**src/rtl/clk_div_pkg.sv**
```systemverilog
// clk_div_pkg: master clock rate, counter width and half-period helpers for the divider bank
package clk_div_pkg;
  localparam int unsigned CLK_HZ = 100_000_000;
  localparam int CNT_W = 27;
  function automatic logic [CNT_W-1:0] half_period(input int unsigned freq_hz);
    return CNT_W'(CLK_HZ / (2 * freq_hz));
  endfunction
  localparam logic [CNT_W-1:0] HP_1HZ = half_period(1);
  localparam logic [CNT_W-1:0] HP_2HZ = half_period(2);
  localparam logic [CNT_W-1:0] HP_5HZ = half_period(5);
  localparam logic [CNT_W-1:0] HP_500HZ = half_period(500);
endpackage

```
**src/rtl/clk_div_chan.sv**
```systemverilog
// clk_div_chan: one divider channel with shadowed half-period reload and phase clear.
// Tick flops exist only when CLK_DIV_TICK_EN is defined; otherwise tick_o is tied low.
module clk_div_chan #(
  parameter int CNT_W = 27,
  parameter logic [CNT_W-1:0] DEF = '0
) (
  input  logic             clk,
  input  logic             rst,
  input  logic             en_i,
  input  logic             clr_i,
  input  logic             we_i,
  input  logic [CNT_W-1:0] half_i,
  output logic             clk_o,
  output logic             tick_o
);
  logic [CNT_W-1:0] cnt_q, cnt_d, act_q, act_d, shd_q, shd_d;
  logic clk_q, clk_d, off, wrap;
  // a new half-period only takes effect at a wrap, so a running half is never cut short
  always_comb begin
    shd_d = we_i ? half_i : shd_q;
    off = act_q == '0;
    wrap = !clr_i && !off && en_i && cnt_q == act_q - CNT_W'(1);
    cnt_d = (clr_i || off || wrap) ? '0 : en_i ? cnt_q + CNT_W'(1) : cnt_q;
    clk_d = (clr_i || off) ? 1'b0 : clk_q ^ wrap;
    act_d = (clr_i || off) ? shd_d : wrap ? shd_q : act_q;
  end
  always_ff @(posedge clk or posedge rst) begin
    if (rst) begin
      cnt_q <= '0;
      act_q <= DEF;
      shd_q <= DEF;
      clk_q <= 1'b0;
    end else begin
      cnt_q <= cnt_d;
      act_q <= act_d;
      shd_q <= shd_d;
      clk_q <= clk_d;
    end
  end
  assign clk_o = clk_q;
`ifdef CLK_DIV_TICK_EN
  logic tick_q;
  always_ff @(posedge clk or posedge rst) begin
    if (rst) tick_q <= 1'b0;
    else tick_q <= wrap & ~clk_q;
  end
  assign tick_o = tick_q;
`else
  assign tick_o = 1'b0;
`endif
endmodule

```
**src/rtl/clk_div_bank.sv**
```systemverilog
// clk_div_bank: NUM_CH programmable 50%-duty divided clocks with per-period ticks.
// Define CLK_DIV_TICK_EN to generate tick_o; otherwise tick_o is tied low.
module clk_div_bank import clk_div_pkg::*; #(
  parameter int NUM_CH = 4,
  parameter int CNT_W = clk_div_pkg::CNT_W,
  parameter logic [NUM_CH*CNT_W-1:0] DEF_HALF = {HP_500HZ, HP_5HZ, HP_2HZ, HP_1HZ},
  localparam int CH_W = NUM_CH > 1 ? $clog2(NUM_CH) : 1
) (
  input  logic              clk,
  input  logic              rst,
  input  logic              en,
  input  logic              sync_clr,
  input  logic              cfg_we,
  input  logic [CH_W-1:0]   cfg_ch,
  input  logic [CNT_W-1:0]  cfg_half,
  output logic [NUM_CH-1:0] clk_o,
  output logic [NUM_CH-1:0] tick_o
);
  for (genvar i = 0; i < NUM_CH; i++) begin : g_ch
    clk_div_chan #(
      .CNT_W(CNT_W),
      .DEF  (DEF_HALF[i*CNT_W +: CNT_W])
    ) u_chan (
      .clk   (clk),
      .rst   (rst),
      .en_i  (en),
      .clr_i (sync_clr),
      .we_i  (cfg_we && cfg_ch == CH_W'(i)),
      .half_i(cfg_half),
      .clk_o (clk_o[i]),
      .tick_o(tick_o[i])
    );
  end
endmodule

```
**config.mk**
```make
export PLATFORM = sky130hd
export DESIGN_NAME = clk_div_bank
export DESIGN_NICKNAME = d
export VERILOG_FILES = /design/src/rtl/clk_div_pkg.sv /design/src/rtl/clk_div_chan.sv /design/src/rtl/clk_div_bank.sv
export SDC_FILE = /design/constraint.sdc
export NUM_CORES = 1
export LEC_CHECK = 0
export ABC_AREA = 1
export BUFFER_PORTS_ARGS = -buffer_cell sky130_fd_sc_hd__buf_4
export CAP_MARGIN = 20
export CORE_ASPECT_RATIO = 1.25
export CORE_MARGIN = 4
export CORE_UTILIZATION = 45
export DETAILED_ROUTE_END_ITERATION = 6
export SYNTH_ARGS = -nofsm -noshare
export SYNTH_HDL_FRONTEND = slang
export SYNTH_SLANG_ARGS = --single-unit
```
**constraint.sdc**
```tcl
create_clock -name clk -period 31.1 [get_ports clk]
set_input_delay 4.665 -clock clk [delete_from_list [all_inputs] [get_ports clk]]
set_output_delay 4.665 -clock clk [all_outputs]
set_load 0.02 [all_outputs]
```
==> results of run 1 <==
kinds of logic (layout without fill, tap and decap cells):
kind of cell    Yosys count  after routing  synth area share (%)
fa+ha+maj                12             12                 0.749
flops                   328            328                  41.4
compound gates          173            173                  4.54
buf+inv                 350            360                  7.34
mux                       1              1                0.0500
other cells               1              4                0.0187
simple gates           1818           1818                  37.3
xor+xnor                195            195                  8.52
worst reg2reg max path: stages (launching register included):
cell and delay, ps:
dfrtp_1 390, inv_1 130, ha_1 230, nand3_1 120, nor2_1 650, nand4_1 330, nor2_1 180, nand2_1 60
nand2_1 60, nand3_1 70, nor2_1 150, nand2_1 590, nand2_2 1050, nand2_1 160, nand2_1 100
cell type report:
class	instances	area [um^2]	share of cell area, %
Multi-Input combinational cell	2203	10300	47.1
Inverter	244	923	4.23
Tap cell	572	716	3.28
Timing Repair Buffer	50	408	1.87
Clock inverter	13	128	0.584
Clock buffer	53	1070	4.88
Sequential cell	328	8300	38.0
layer usage:
layer / share of wire (%) / vias up
li1: - / 8896
met2: 49 / 299
met1: 44 / 8298
met4: 3.5 / 0
met3: 3.3 / 101
met5: 0 / -
report_power, final:
group	switching [mW]	leakage, nW	internal (mW)
logic	0.180	6.27	0.0957
clock network	0.183	0.588	0.255
registers	0.0490	4.13	0.486
total	0.411	11.0	0.837
final timing paths:
check,from,end,slack (ps),cells past startpoint
max in group asynchronous,rst,g_ch[0].u_chan.cnt_q[19]$_DFFE_PP0P_,25480,3
setup / recovery,en,g_ch[3].u_chan.act_q[2]$_DFFE_PP0P_,23860,16
hold reg to reg,g_ch[0].u_chan.act_q[25]$_DFFE_PP1P_,g_ch[0].u_chan.act_q[25]$_DFFE_PP1P_,510,2
setup reg to reg,g_ch[2].u_chan.act_q[0]$_DFFE_PP0P_,g_ch[2].u_chan.act_q[13]$_DFFE_PP0P_,26780,14
hold / removal,g_ch[0].u_chan.act_q[25]$_DFFE_PP1P_,g_ch[0].u_chan.act_q[25]$_DFFE_PP1P_,510,2
min in group asynchronous,rst,g_ch[1].u_chan.act_q[17]$_DFFE_PP0P_,4240,2
sequential cells by signal, indices dropped and copies added, names as in the netlist:
register,flops
g_ch.u_chan.shd_q,108
g_ch.u_chan.act_q,108
g_ch.u_chan.clk_o,4
g_ch.u_chan.cnt_q,108
cell usage after synthesis, types with 3 or more instances:
library cell	n
xnor2_1	63
buf_2	20
dfstp_2	76
inv_1	239
dfrtp_1	252
buf_6	8
nor2_1	383
nand3b_1	18
or2_2	6
nand3_1	217
o21ai_0	136
nor2_4	7
a21oi_1	14
ha_1	12
inv_2	4
buf_1	14
buf_4	19
o21bai_1	11
nor3_1	26
nor2_2	14
xor2_1	132
nand2_4	3
nor4_1	4
nand4_1	39
and2_1	6
nand2_1	1084
clkbuf_1	44
o22ai_1	7
o21ai_1	3
nand2_2	9
cells in the final DEF (no fill, tap or decap), types with 6 or more instances in the layout:
master	n
xor2_1	132
nor3_1	26
o21ai_0	136
dfrtp_1	252
o22ai_1	7
and2_1	6
dfstp_2	76
o21bai_1	11
ha_1	12
clkbuf_1	8
nor2_4	9
xnor2_1	63
nand2_1	1084
or2_2	6
inv_1	238
buf_4	48
nor2_2	14
nor2_1	381
clkinv_2	7
a21oi_1	14
nand3_1	216
nand4_1	39
nand3b_1	18
clkbuf_16	37
nand2_2	9
clkbuf_8	8
metrics by stage:
step | power [mW] | worst slack [ps] | utilization, %
3_3_place_gp | 0.810 | 23350 | 46.8
3_5_place_dp | 0.816 | 23330 | 46.8
6_report | 1.25 | 23860 | 49.6
4_1_cts | 1.26 | 23890 | 49.6
5_1_grt | 1.33 | 23550 | 49.6
2_1_floorplan | 0.743 | 17480 | -
==> results.txt, run 1 <==
status = finished, final reports clean
CTS tree = built
CTS H-tree depth = 2
mean area per synthesized cell = 6.96 um^2
Critical Path Sink Type = register
total grt overflow = 0
Startpoint Class = primary input
Final #Nets = 2909
Required @ worst endpoint = 31590 ps
clk_lat worst skew = 560 ps
post-DP HPWL = 38200 um
cell taking the most area after synthesis = dfrtp_1
number of global-route vias before repair = 17100
cts bufs inserted = 36
kind of critical path = primary input to register
Worst-Margin Slew = 1030 ps
area of the core = 44000 um^2
WL final = 54300 um
most used routing layer = met2
worst path cell trace = buf_4 > inv_1 > buf_4 > a21oi_1 > o21ai_0 > nor2_1 > nand2_1 > nor2_1 > nand2_1 > nor2_1 > nand3_1 > nor2_1 > nand2_2 > nand2_4 > nand2_1 > nand2_1
Pwr Density = 57.2 nW/um^2
Hold Crit Class = register to register
first-pass GRT wire length = 89300 um
setup_tns = 0 ps
# DRC = 0
Synth area leaders = dfrtp_1 (31%), nand2_1 (20%), dfstp_2 (10%), nor2_1 (7.2%), xor2_1 (5.8%)
asr flop ratio synth = 100%
clock buffer depth = 3
largest net degree at the start of global routing = 165
slew margin rel. = 31.0%
die height = 244 um
vias per cell = 5.08
flops & latches, synth = 328
met1 Resource Use GR = 29.7%
Primary FF master, synth = dfrtp_1
max_cap viols = 0
initial antenna violation count = 4
Synth top area share = 31.5%
slowest stage delay, CP = 620 ps
Peak VDD IR = 0.0379 mV
ANT cells = 0
DRT iter0 DRCs = 873
fin crit period = 7240 ps
RSZ-0062 raised after global routing = false
Final GP Congestion = 0.926
cell area after layout = 21800 um^2
met2 usage = 39.3%
Vias = 17600
WP buf/inv = 3
Initial DRT Pass Iterations = 5
Synth-to-Final Area Change = 8.99%
FMAX = 138 MHz
Post-CTS Hold Fix Bufs = 0
Placed Cells = 3396
Placement Cell Area = 20600 um^2
Clock transition at path regs = 60 ps
Clock Skews = 10.8 ps
Post-synth EDFFs = 0
post-synthesis cell count = 2878
width of the die = 197 um
crit-path max FO = 54
Port Buffers = 37
Sink Count = 328
CP max stage cell = nand2_4
FILL cells = 4449
post_cts resized = 0
Initial Util = 45.5%
die area = 48000 um^2
Non-Filler Instances = 3463
CP top delay family = simple AND/OR/NAND/NOR gates
GR Util All Layers = 22.8%
Final Hold Vio Count = 0
Yosys cell types = 37
Period Utilization, post-route = 23.3%
# IOs = 42
row cnt = 86
Seq/Total Area, Yosys = 41.4%
YS warnings = 0
drt wl/cell = 15.7 um
Pleak = 11.0 nW
post-synthesis cell area = 20000 um^2
final hold slack = 509 ps
Final setup viols = 0
Slew Viols, Final = 0
layout cells sized above 1 = 8.09%
met3 usage = 2.89%
post-CTS setup buffers = 0
CP arrival = 7740 ps
CTS Root Cell = clkbuf_16
Post-DRT Antenna Nets = 0
(Power assumes the default switching activity.)
==> run 2: changes to the inputs <==
clock period = 7.2 ns   (was 31.1 ns; I/O delays follow)
==> results.txt, run 2 (same netlist as run 1, synthesis figures left out) <==
status = finished, final reports clean
worst path cell trace = inv_1 > ha_1 > nand3_1 > nor2_1 > nand4_1 > nor2_1 > nand2_1 > nand2_1 > nand3_1 > nor2_1 > nand2_1 > nand2_2 > nand2_1 > nand2_1
Clock transition at path regs = 60 ps (about the same)
slowest stage delay, CP = 1020 ps (+400 ps)
area of the core = 44000 um^2 (unchanged)
crit-path max FO = 54 (unchanged)
clk_lat worst skew = 570 ps (about the same)
RSZ-0062 raised after global routing = false
Sink Count = 328 (unchanged)
fin crit period = 4130 ps
Startpoint Class = register
Final setup viols = 0 (unchanged)
drt wl/cell = 14.9 um (-4.9%)
crit-path most repeated cell = nand2_1
CP arrival = 4610 ps (-3130 ps)
met2 usage = 35.1% (-4.2 points)
# DRC = 0 (unchanged)
Pleak = 11.1 nW (+1.1%)
largest net degree at the start of global routing = 165 (unchanged)
commonest non-fill, non-tap cell in the layout = nand2_1
slew margin rel. = 31.5% (+0.56 points)
setup_tns = 0 ps (unchanged)
Slew Viols, Final = 0 (unchanged)
CTS H-tree depth = 2 (unchanged)
initial antenna violation count = 1 (-3)
CTS tree = built
Initial DRT Pass Iterations = 5 (unchanged)
number of global-route vias before repair = 16600 (-2.8%)
DRT iter0 DRCs = 1030 (+18%)
max_cap viols = 0 (unchanged)
CTS Root Cell = clkbuf_16
FILL cells = 4409 (-0.90%)
Post-CTS Hold Fix Bufs = 0 (unchanged)
ANT cells = 0 (unchanged)
Synth-to-Final Area Change = 10.2%
Critical Path Sink Type = register
cts bufs inserted = 37 (+2.8%)
width of the die = 197 um (unchanged)
Final Hold Vio Count = 0 (unchanged)
post_cts resized = 0 (unchanged)
Vias = 17400 (-1.1%)
# IOs = 42 (unchanged)
vias per cell = 5.02 (-1.3%)
Clock Skews = 22.0 ps (+11.2 ps)
Required @ worst endpoint = 7680 ps (-23910 ps)
Final GP Congestion = 0.884 (-4.5%)
first-pass GRT wire length = 85100 um (-4.7%)
WL final = 51800 um (-4.7%)
post-CTS setup buffers = 0 (unchanged)
Peak VDD IR = 0.185 mV (+390%)
Port Buffers = 37 (unchanged)
Period Utilization, post-route = 57.4%
met1 Resource Use GR = 29.5% (-0.16 points)
Hold Crit Class = primary input to async pin
overall power = 5.67 mW (+350%)
kind of critical path = register to register
die height = 244 um (unchanged)
Pwr Density = 257 nW/um^2 (+350%)
clock buffer depth = 3 (unchanged)
met3 usage = 2.43% (-0.46 points)
GR Util All Layers = 21.5% (-1.3 points)
die area = 48000 um^2 (unchanged)
footprint of the multi-input gates = 10300 um^2 (unchanged)
most used routing layer = met2
CP max stage cell = nand2_2
Worst-Margin Slew = 1020 ps (-8.34 ps)
post-DP HPWL = 36700 um (-3.9%)
Final #Nets = 2914 (+0.17%)
Register Area = 8300 um^2 (unchanged)
Initial Util = 45.5% (unchanged)
FMAX = 242 MHz
row cnt = 86 (unchanged)
layout cells sized above 1 = 8.39% (+0.29 points)
Post-DRT Antenna Nets = 0 (unchanged)
total grt overflow = 0 (unchanged)
most frequent cells in the layout = nand2_1 (1084), nor2_1 (381), dfrtp_1 (252), inv_1 (238), nand3_1 (216)
registers with the most flip-flops = g_ch.u_chan.act_q (108), g_ch.u_chan.cnt_q (108), g_ch.u_chan.shd_q (108)
[run 2: final timing paths]
path | from | end | slack (ps) | cells after the start
setup / recovery | g_ch[2].u_chan.act_q[0]$_DFFE_PP0P_ | g_ch[2].u_chan.act_q[6]$_DFFE_PP0P_ | 3070 | 14
hold / removal | rst | g_ch[1].u_chan.act_q[17]$_DFFE_PP0P_ | 510 | 2
setup reg to reg | g_ch[2].u_chan.act_q[0]$_DFFE_PP0P_ | g_ch[2].u_chan.act_q[6]$_DFFE_PP0P_ | 3070 | 14
hold reg to reg | g_ch[2].u_chan.act_q[1]$_DFFE_PP0P_ | g_ch[2].u_chan.act_q[1]$_DFFE_PP0P_ | 510 | 2
max in group asynchronous | rst | g_ch[2].u_chan.act_q[18]$_DFFE_PP0P_ | 5410 | 3
min in group clk | g_ch[2].u_chan.act_q[1]$_DFFE_PP0P_ | g_ch[2].u_chan.act_q[1]$_DFFE_PP0P_ | 510 | 2
[run 2: stage by stage]
| stage | instance area (um^2) | instances | util [%] | hold slack [ps] | setup WS (ps) |
|---|---|---|---|---|---|
| finish | 22100 | 3469 | 50.2 | 512 | 3070 |
| global route | 22100 | 3469 | 50.2 | 532 | 2560 |
| CTS | 22000 | 3467 | 50.1 | 490 | 3040 |
| detailed placement | 20600 | 3399 | 46.9 | 497 | 3030 |
| global placement | 20600 | 3399 | 46.9 | 496 | 3060 |
| floorplan | 20000 | 2881 | - | 476 | 1800 |
[run 2: report_power, final]
group / switching, mW / internal (mW)
clock: 0.800 / 1.38
combinational: 0.766 / 0.416
sequential: 0.209 / 2.10
[run 2: routing by layer]
layer  wire length, um  vias to the layer above
li1                  -                     8912
met1             23900                     8104
met2             24200                      292
met3              1820                       93
met4              1850                        2
met5                13                        -
[run 2: area by class of cell]
class,instances,area share [%]
clock buffers,50,4.88
clock inverters,18,1.48
inverters,244,4.16
multi-input cells,2203,46.6
flip-flops and latches,328,37.6
well taps,572,3.24
repair buffers,54,2.04
[run 2: worst max-delay path: cells and delay by family, from the launching register on]
kind	cells	cell delay, ps
and+or+nand+nor	12	3320
adders and majority gates	1	220
DFF	1	400
buffers and inverters	1	130
